File: src/rtl/blackbox_pkg.sv
// Shared constants and types for the blackbox self-check sweeper.
package blackbox_pkg;

   // Expected blackbox truth table: j = ~o & (~i | h), bit k is vector {i,h,o} = k.
   localparam logic [7:0] BB_GOLDEN_TT = 8'h45;

   // The blackbox has three inputs, so a full sweep covers eight vectors.
   localparam int unsigned BB_NUM_VECTORS = 8;
   localparam logic [2:0]  BB_LAST_VEC    = 3'(BB_NUM_VECTORS - 1);

   // Sweep controller states.
   typedef enum logic [1:0] {
      BB_IDLE   = 2'd0,
      BB_SETTLE = 2'd1,
      BB_SAMPLE = 2'd2
   } bb_sweep_state_t;

endpackage

File: src/rtl/blackbox_sweeper_settle_timer.sv
// Loadable 8-bit down-counter that times how long each vector settles.
module settle_timer (
   input  logic       clk,
   input  logic       rst_n,
   input  logic       load_i,
   input  logic [7:0] load_val_i,
   input  logic       dec_i,
   output logic       zero_o
);

   logic [7:0] cnt_q;
   logic [7:0] cnt_d;

   // Load takes priority over decrement; the counter saturates at zero.
   always_comb begin
      cnt_d = cnt_q;
      if (load_i) begin
         cnt_d = load_val_i;
      end else if (dec_i && (cnt_q != '0)) begin
         cnt_d = cnt_q - 8'd1;
      end
   end

   // Counter register, cleared asynchronously.
   always_ff @(posedge clk or negedge rst_n) begin
      if (!rst_n) begin
         cnt_q <= '0;
      end else begin
         cnt_q <= cnt_d;
      end
   end

   assign zero_o = (cnt_q == '0);

endmodule

File: src/rtl/blackbox_sweeper.sv
// Sweeps all eight blackbox input vectors, captures j into a truth table
// and compares the result against the golden table.
module blackbox_sweeper
   import blackbox_pkg::*;
#(
   parameter int unsigned SETTLE_CYCLES = 1,
   parameter logic [7:0]  GOLDEN        = BB_GOLDEN_TT
) (
   input  logic       clk,
   input  logic       rst_n,
   input  logic       start,
   input  logic       abort,
   output logic       i,
   output logic       h,
   output logic       o,
   input  logic       j,
   output logic       busy,
   output logic       sample_valid,
   output logic [2:0] sample_idx,
   output logic       done,
   output logic       aborted,
   output logic [7:0] truth_table,
   output logic       match
);

   localparam logic [7:0] SETTLE_LOAD = 8'(SETTLE_CYCLES);

   bb_sweep_state_t state_q, state_d;
   logic [2:0] vec_q,   vec_d;
   logic [2:0] iho_q,   iho_d;
   logic [7:0] tt_q,    tt_d;
   logic       match_q, match_d;
   logic       sv_q,    sv_d;
   logic [2:0] sidx_q,  sidx_d;
   logic       done_q,  done_d;
   logic       abt_q,   abt_d;

   logic       tmr_load;
   logic       tmr_dec;
   logic       tmr_zero;

   settle_timer u_settle_timer (
      .clk        (clk),
      .rst_n      (rst_n),
      .load_i     (tmr_load),
      .load_val_i (SETTLE_LOAD),
      .dec_i      (tmr_dec),
      .zero_o     (tmr_zero)
   );

   // Next-state logic: abort pre-empts both settling and sampling, so a
   // cancelled final SAMPLE neither captures j nor raises done.
   always_comb begin
      state_d  = state_q;
      vec_d    = vec_q;
      tt_d     = tt_q;
      match_d  = match_q;
      sv_d     = 1'b0;
      sidx_d   = sidx_q;
      done_d   = 1'b0;
      abt_d    = 1'b0;
      tmr_load = 1'b0;
      tmr_dec  = 1'b0;

      unique case (state_q)
         BB_IDLE: begin
            if (start) begin
               state_d  = BB_SETTLE;
               vec_d    = '0;
               tt_d     = '0;
               match_d  = 1'b0;
               tmr_load = 1'b1;
            end
         end
         BB_SETTLE: begin
            if (abort) begin
               state_d = BB_IDLE;
               vec_d   = '0;
               match_d = 1'b0;
               abt_d   = 1'b1;
            end else if (tmr_zero) begin
               state_d = BB_SAMPLE;
            end else begin
               tmr_dec = 1'b1;
            end
         end
         BB_SAMPLE: begin
            if (abort) begin
               state_d = BB_IDLE;
               vec_d   = '0;
               match_d = 1'b0;
               abt_d   = 1'b1;
            end else begin
               tt_d[vec_q] = j;
               sv_d        = 1'b1;
               sidx_d      = vec_q;
               if (vec_q == BB_LAST_VEC) begin
                  state_d = BB_IDLE;
                  vec_d   = '0;
                  done_d  = 1'b1;
                  match_d = (tt_d == GOLDEN);
               end else begin
                  state_d  = BB_SETTLE;
                  vec_d    = vec_q + 3'd1;
                  tmr_load = 1'b1;
               end
            end
         end
         default: begin
            state_d = BB_IDLE;
            vec_d   = '0;
         end
      endcase

      // Blackbox inputs follow the vector being swept and park at zero in IDLE.
      iho_d = (state_d == BB_IDLE) ? '0 : vec_d;
   end

   // State and registered outputs, cleared asynchronously with no pulses.
   always_ff @(posedge clk or negedge rst_n) begin
      if (!rst_n) begin
         state_q <= BB_IDLE;
         vec_q   <= '0;
         iho_q   <= '0;
         tt_q    <= '0;
         match_q <= 1'b0;
         sv_q    <= 1'b0;
         sidx_q  <= '0;
         done_q  <= 1'b0;
         abt_q   <= 1'b0;
      end else begin
         state_q <= state_d;
         vec_q   <= vec_d;
         iho_q   <= iho_d;
         tt_q    <= tt_d;
         match_q <= match_d;
         sv_q    <= sv_d;
         sidx_q  <= sidx_d;
         done_q  <= done_d;
         abt_q   <= abt_d;
      end
   end

   assign i            = iho_q[2];
   assign h            = iho_q[1];
   assign o            = iho_q[0];
   assign busy         = (state_q != BB_IDLE);
   assign sample_valid = sv_q;
   assign sample_idx   = sidx_q;
   assign done         = done_q;
   assign aborted      = abt_q;
   assign truth_table  = tt_q;
   assign match        = match_q;

endmodule
File: config.mk
export PLATFORM = sky130hd
export DESIGN_NAME = blackbox_sweeper
export DESIGN_NICKNAME = d
export VERILOG_FILES = /design/src/rtl/blackbox_pkg.sv /design/src/rtl/blackbox_sweeper_settle_timer.sv /design/src/rtl/blackbox_sweeper.sv
export SDC_FILE = /design/constraint.sdc
export NUM_CORES = 1
export LEC_CHECK = 0
export BUFFER_PORTS_ARGS = -buffer_cell sky130_fd_sc_hd__buf_2
export CAP_MARGIN = 15
export CORE_AREA = 2 2 58 60
export DETAILED_ROUTE_END_ITERATION = 16
export DIE_AREA = 0 0 60 62
export PLACE_DENSITY_LB_ADDON = 0.08
export SYNTH_ARGS = -nofsm -noshare
export SYNTH_HDL_FRONTEND = slang
export SYNTH_SLANG_ARGS = --single-unit
File: constraint.sdc
create_clock -name clk -period 4.5 [get_ports clk]
set_input_delay 0.675 -clock clk [delete_from_list [all_inputs] [get_ports clk]]
set_output_delay 0.675 -clock clk [all_outputs]
set_load 0.02 [all_outputs]
## Word-level counts from Yosys, hierarchy flattened

Index checks and enable logic that the tools add are counted.

- Register bits: 31
- Output and inout port bits: 19

- Muxes and demuxes: 39
- Eq/ne operators: 8
- Add/subtract/negate cells: 2
- Bitwise logic cells: 1
- Order comparisons: 2
- Reductions and logical operators: 14

Operators with widths:

| operator | number |
|---|---|
| $mux W8 | 4 |
| $mux W1 | 20 |
| $pmux W8 S2 | 1 |
| $mux W3 | 5 |
| $pmux W3 S3 | 1 |
| $bwmux W8 | 1 |
| $eq A8 B7 Y1 const B | 1 |
| $logic_not A8 Y1 | 1 |
| $reduce_bool A8 Y1 | 1 |
| $sub A8 B1 Y8 const B | 1 |
| $mux W2 | 3 |
| $ne A2 B2 Y1 const B | 3 |
| $pmux W2 S3 | 1 |
| $reduce_bool A2 Y1 | 3 |
| $logic_not A2 Y1 | 2 |
| $lt A3 B4 Y1 const B | 1 |
| $reduce_and A4 Y1 | 1 |
| $add A3 B1 Y3 const B | 1 |
| $demux W1 S3 | 1 |
| $eq A3 B3 Y1 const B | 1 |
| $ge A3 B1 Y1 const B | 1 |
| $ne A3 B3 Y1 const B | 1 |
| $pmux W1 S3 | 1 |
| $reduce_and A3 Y1 | 1 |
| 8 further kinds | 9 |

## Depth between registers and ports, before layout

- Depth after elaboration: 9
- Mapped depth: 8
- Depth with buffers taken out: 7

## Cells and area by module

Synthesis repeated with hierarchy kept, for this count alone.

- Cells, all modules: 203
- Area total of the unflattened synthesis: 1905.6 µm²

Modules (own cells, without submodules):

| module | instances | cells an instance | area each (µm²) | seq. area each (µm²) |
|---|---|---|---|---|
| blackbox_sweeper | 1 | 145 | 1377.6 | 575.6 |
| settle_timer | 1 | 58 | 528.0 | 200.2 |

## Worst setup path after synthesis

OpenSTA, ideal clock, no wires.

- Path type: input -> register
- From: input abort
- To: register iho_q[1]
- Setup time: 0.119 ns
- Cell stages on the path: 7
- Slack: 2.723 ns
- Arrival: 1.658 ns
- Cell sequence: buf_2 nor3b_2 a21o_1 buf_2 o32ai_1 nand2_1 and2_1

- Cells in the longest elaborated chain, start to end: 4
- Elaborated cells between the ends (all ways): 8
- Those cells by class: mux: 7; reduce/logical: 1

RTL lines:

| what | RTL line | source |
|---|---|---|
| start: declaration | blackbox_sweeper.sv:12 | `input logic abort,` |
| $mux W1 or $mux W2 (tied branches) | blackbox_sweeper.sv:88, blackbox_sweeper.sv:76 |  |
| $pmux W2 S3 | blackbox_sweeper.sv:65 | `unique case (state_q)` |
| $logic_not A2 Y1 | blackbox_sweeper.sv:116 | `iho_d = (state_d == BB_IDLE) ? '0 : vec_d;` |
| $mux W3 * | blackbox_sweeper.sv:116 |  |
| via iho_d[1] | blackbox_sweeper.sv:30 | `logic [2:0] iho_q, iho_d;` |
| end signal: assignment | blackbox_sweeper.sv:134 | `iho_q <= iho_d;` |
| end: declaration | blackbox_sweeper.sv:30 |  |

Mark *: on every way through the listed nets, which the timed path passes. The rest lies on a longest branch.
A chain may end at the register's enable or synchronous reset.

## Final worst setup path

- From: register state_q[0]
- To: register match_q (netlist: match)

- Cells in the longest elaborated chain, start to end: 3
- Elaborated cells between the ends (all ways): 9
- Those cells by class: eq/ne: 5; mux: 1; reduce/logical: 3

RTL lines:

| what | RTL line | source |
|---|---|---|
| start: declaration | blackbox_sweeper.sv:28 | `bb_sweep_state_t state_q, state_d;` |
| start signal: assignment | blackbox_sweeper.sv:132 | `state_q <= state_d;` |
| $eq A2 B2 Y1 (tied with other cells) | blackbox_sweeper.sv:65 |  |
| $ne A3 B3 Y1 (no line) (tied with other cells) | - |  |
| $reduce_and A4 Y1 (no line) | - |  |
| end signal: assignment | blackbox_sweeper.sv:136 | `match_q <= match_d;` |
| end: declaration | blackbox_sweeper.sv:32 | `logic match_q, match_d;` |

Parallel ways exist; a longest one is shown, timed or not.

==> impl_metrics.toml <==
[synthesis]
synth_edf_count = 0
seq_area_frac_synth = 0.4333
yosys-top-cells-area = "dfrtp_1, ha_1, mux2i_1, nor2_1, o21ai_0"
synth-main-ff-cell = "dfrtp_1"
syn-num-nets = 196
ys_types = 42
netlist_area_um2 = 1790
yosys.area.top_type_share = 0.4333
async_reset_ff_frac = 1.000
synthCells = 183
yosysWarnings = 0
ys_ff_latch = 31
syn_area_per_cell_um2 = 9.784
yosys.area.top_type = "dfrtp_1"

[routing]
drcViolationCount = 0
dr.pass1.iters = 4
via_count = 1369
routed_wl_mm = 3.507
ant_nets = 0
drt-initial-drc-count = 85
wl_per_cell_um = 14.08
viasPerCell = 5.498

[final_layout]
drive_gt1_frac = 0.1970
final_cells = 249
layout_common_cells = "dfrtp_1, nor2_1, buf_2, o21ai_0, nand2_1"
nFillCells = 277
final_nets = 215
synthToLayoutAreaGrowth_pct = 11.04
multiInputGateArea_um2 = 930.9
seqCellArea_um2 = 775.7
final_common_cell = "dfrtp_1"
insertedDiodeCount = 0

[die]
fp.dieW_um = 60
start_util = 0.5632
rows = 21
io_pins = 24
dieArea_um2 = 3720
core_um2 = 3179
dieHeight_um = 62

[critical_path]
critical_path_class = "reg -> reg"
critPathArrivalTime_ns = 2.47
max_stage_delay_ns = 0.70
crit_family = "simple AND/OR/NAND/NOR gates"
crit_path_cell_trace = "inv_1, ha_1, nor2b_1, and2_1, nand3_1, o41ai_1"
critPathSlowestCell = "nor2b_1"
critPathRequiredTime_ns = 4.74
critPathLaunchType = "register"
cp_max_fo = 12
crit_buf_inv = 1
cp-end-kind = "register"

[timing]
fmax_mhz = 449.2
relSlewSlack = 0.4450
fin_tns_setup_ns = 0
hold_violations = 0
post-route-period-util = 0.4947
rsz0062_at_grt = "no"
finClkSkew_ns = 0.01528
slew_viol_final = 0
setup_viol = 0
period_needed_ns = 2.226
tightest_slew_ns = 0.8308

[pwr]
vdd_ir_drop_max_mv = 0.2917
leakage_nw = 0.9880
pwr_density_cell_nw_per_um2 = 487.5

[global_route]
grt_pass1_wl_mm = 5.934
grt_remaining_overflow = 0
grt_pass1_vias = 1279
antenna_found_initial = 0
grtUsageTotal = 0.2185
grt_max_degree = 32

[cts]
clkSinkCount = 31
h-tree-depth = 2
cts_made_buffers = 5
cts_hold_buffers = 0
root_buffer = "clkbuf_4"
post_cts_buffers = 0
cts_resized = 0
tritoncts = "yes"
insertion_delay_ns = 0.34
clock_path_buffers = 2
clkSlewWorstSetupHoldPaths_ns = 0.10

[placed_design]
port_buffers = 23
place_inst = 241
dpl.hpwl_mm = 2.479
gp_congestion = 0.8301

[min_path]
hold_class = "in -> async"

[run]
drv_cap = 0

[run_status]
outcome = "completed"
## path summary, 6_finish.rpt
| check | start | endpoint | slack [ns] | cells past startpoint |
|---|---|---|---|---|
| setup / recovery | state_q[0] | match | 2.27 | 6 |
| hold / removal | rst_n | truth_table[1] | 0.37 | 1 |
| setup reg to reg | state_q[0] | match | 2.27 | 6 |
| hold reg to reg | sample_idx[2] | sample_idx[2] | 0.52 | 1 |
| max in group asynchronous | rst_n | state_q[0] | 3.68 | 1 |
| min in group clk | sample_idx[2] | sample_idx[2] | 0.52 | 1 |
## power by group
group          internal (W)  switching (W)
combinational      0.000130       0.000229
clock              0.000131      0.0000983
sequential         0.000327      0.0000534
## layer usage
layer | up-vias | wire, um | global-route usage
li1 | 673 | - | -
met1 | 660 | 1590 | 0.2823
met2 | 27 | 1692 | 0.3432
met3 | 9 | 128 | 0.04555
met4 | 0 | 95 | 0.1238
met5 | - | 0 | 0
## state kept, by name, summed over array words and instances, names as in the netlist
signal                cells
u_settle_timer.cnt_q      8
iho_q                     3
sample_idx                3
state_q                   2
aborted                   1
done                      1
sample_valid              1
match                     1
truth_table               8
vec_q                     3
## final cells by class
class                   count  area share
clock buffers               6     0.02580
clock inverters             2     0.01762
inverters                   6     0.01133
multi-input cells         135      0.4682
flip-flops and latches     31      0.3902
well taps                  46     0.02895
repair buffers             23     0.05790
## per-stage QoR
stage	utilization	hold slack, ns	cell area (um^2)	power, W	setup WS, ns
floorplan	-	0.3794	1790	0.0006847	2.723
global placement	0.5982	0.4925	1902	0.0007369	2.340
detailed placement	0.5982	0.4957	1902	0.0007481	2.278
CTS	0.6253	0.3741	1988	0.0009816	2.289
global route	0.6253	0.4146	1988	0.001041	2.048
finish	0.6253	0.3650	1988	0.0009693	2.274
## cells by family (layout without fill, tap and decap cells)
logic type / after synthesis / count (layout) / share of synthesized area
buffers and inverters: 17 / 37 / 0.04682
AOI/OAI and AO/OA: 40 / 40 / 0.1649
adders and majority gates: 8 / 8 / 0.05591
DFF: 31 / 31 / 0.4333
xor gates and xnor gates: 7 / 7 / 0.03424
muxes: 12 / 12 / 0.06918
and+or+nand+nor: 68 / 68 / 0.1957
## synthesized netlist by cell type (3+ instances only)
cell type  instances
ha_1               8
a22o_1             3
o21ai_0           13
xnor2_1            5
nor2_1            24
nor3b_1            4
buf_2              6
and2_1             6
a21oi_1            9
nor3_1             5
nand2b_1           5
mux2_2             3
nand2_1           12
mux2i_1            9
inv_1              6
dfrtp_1           31
(Power assumes the default switching activity.)
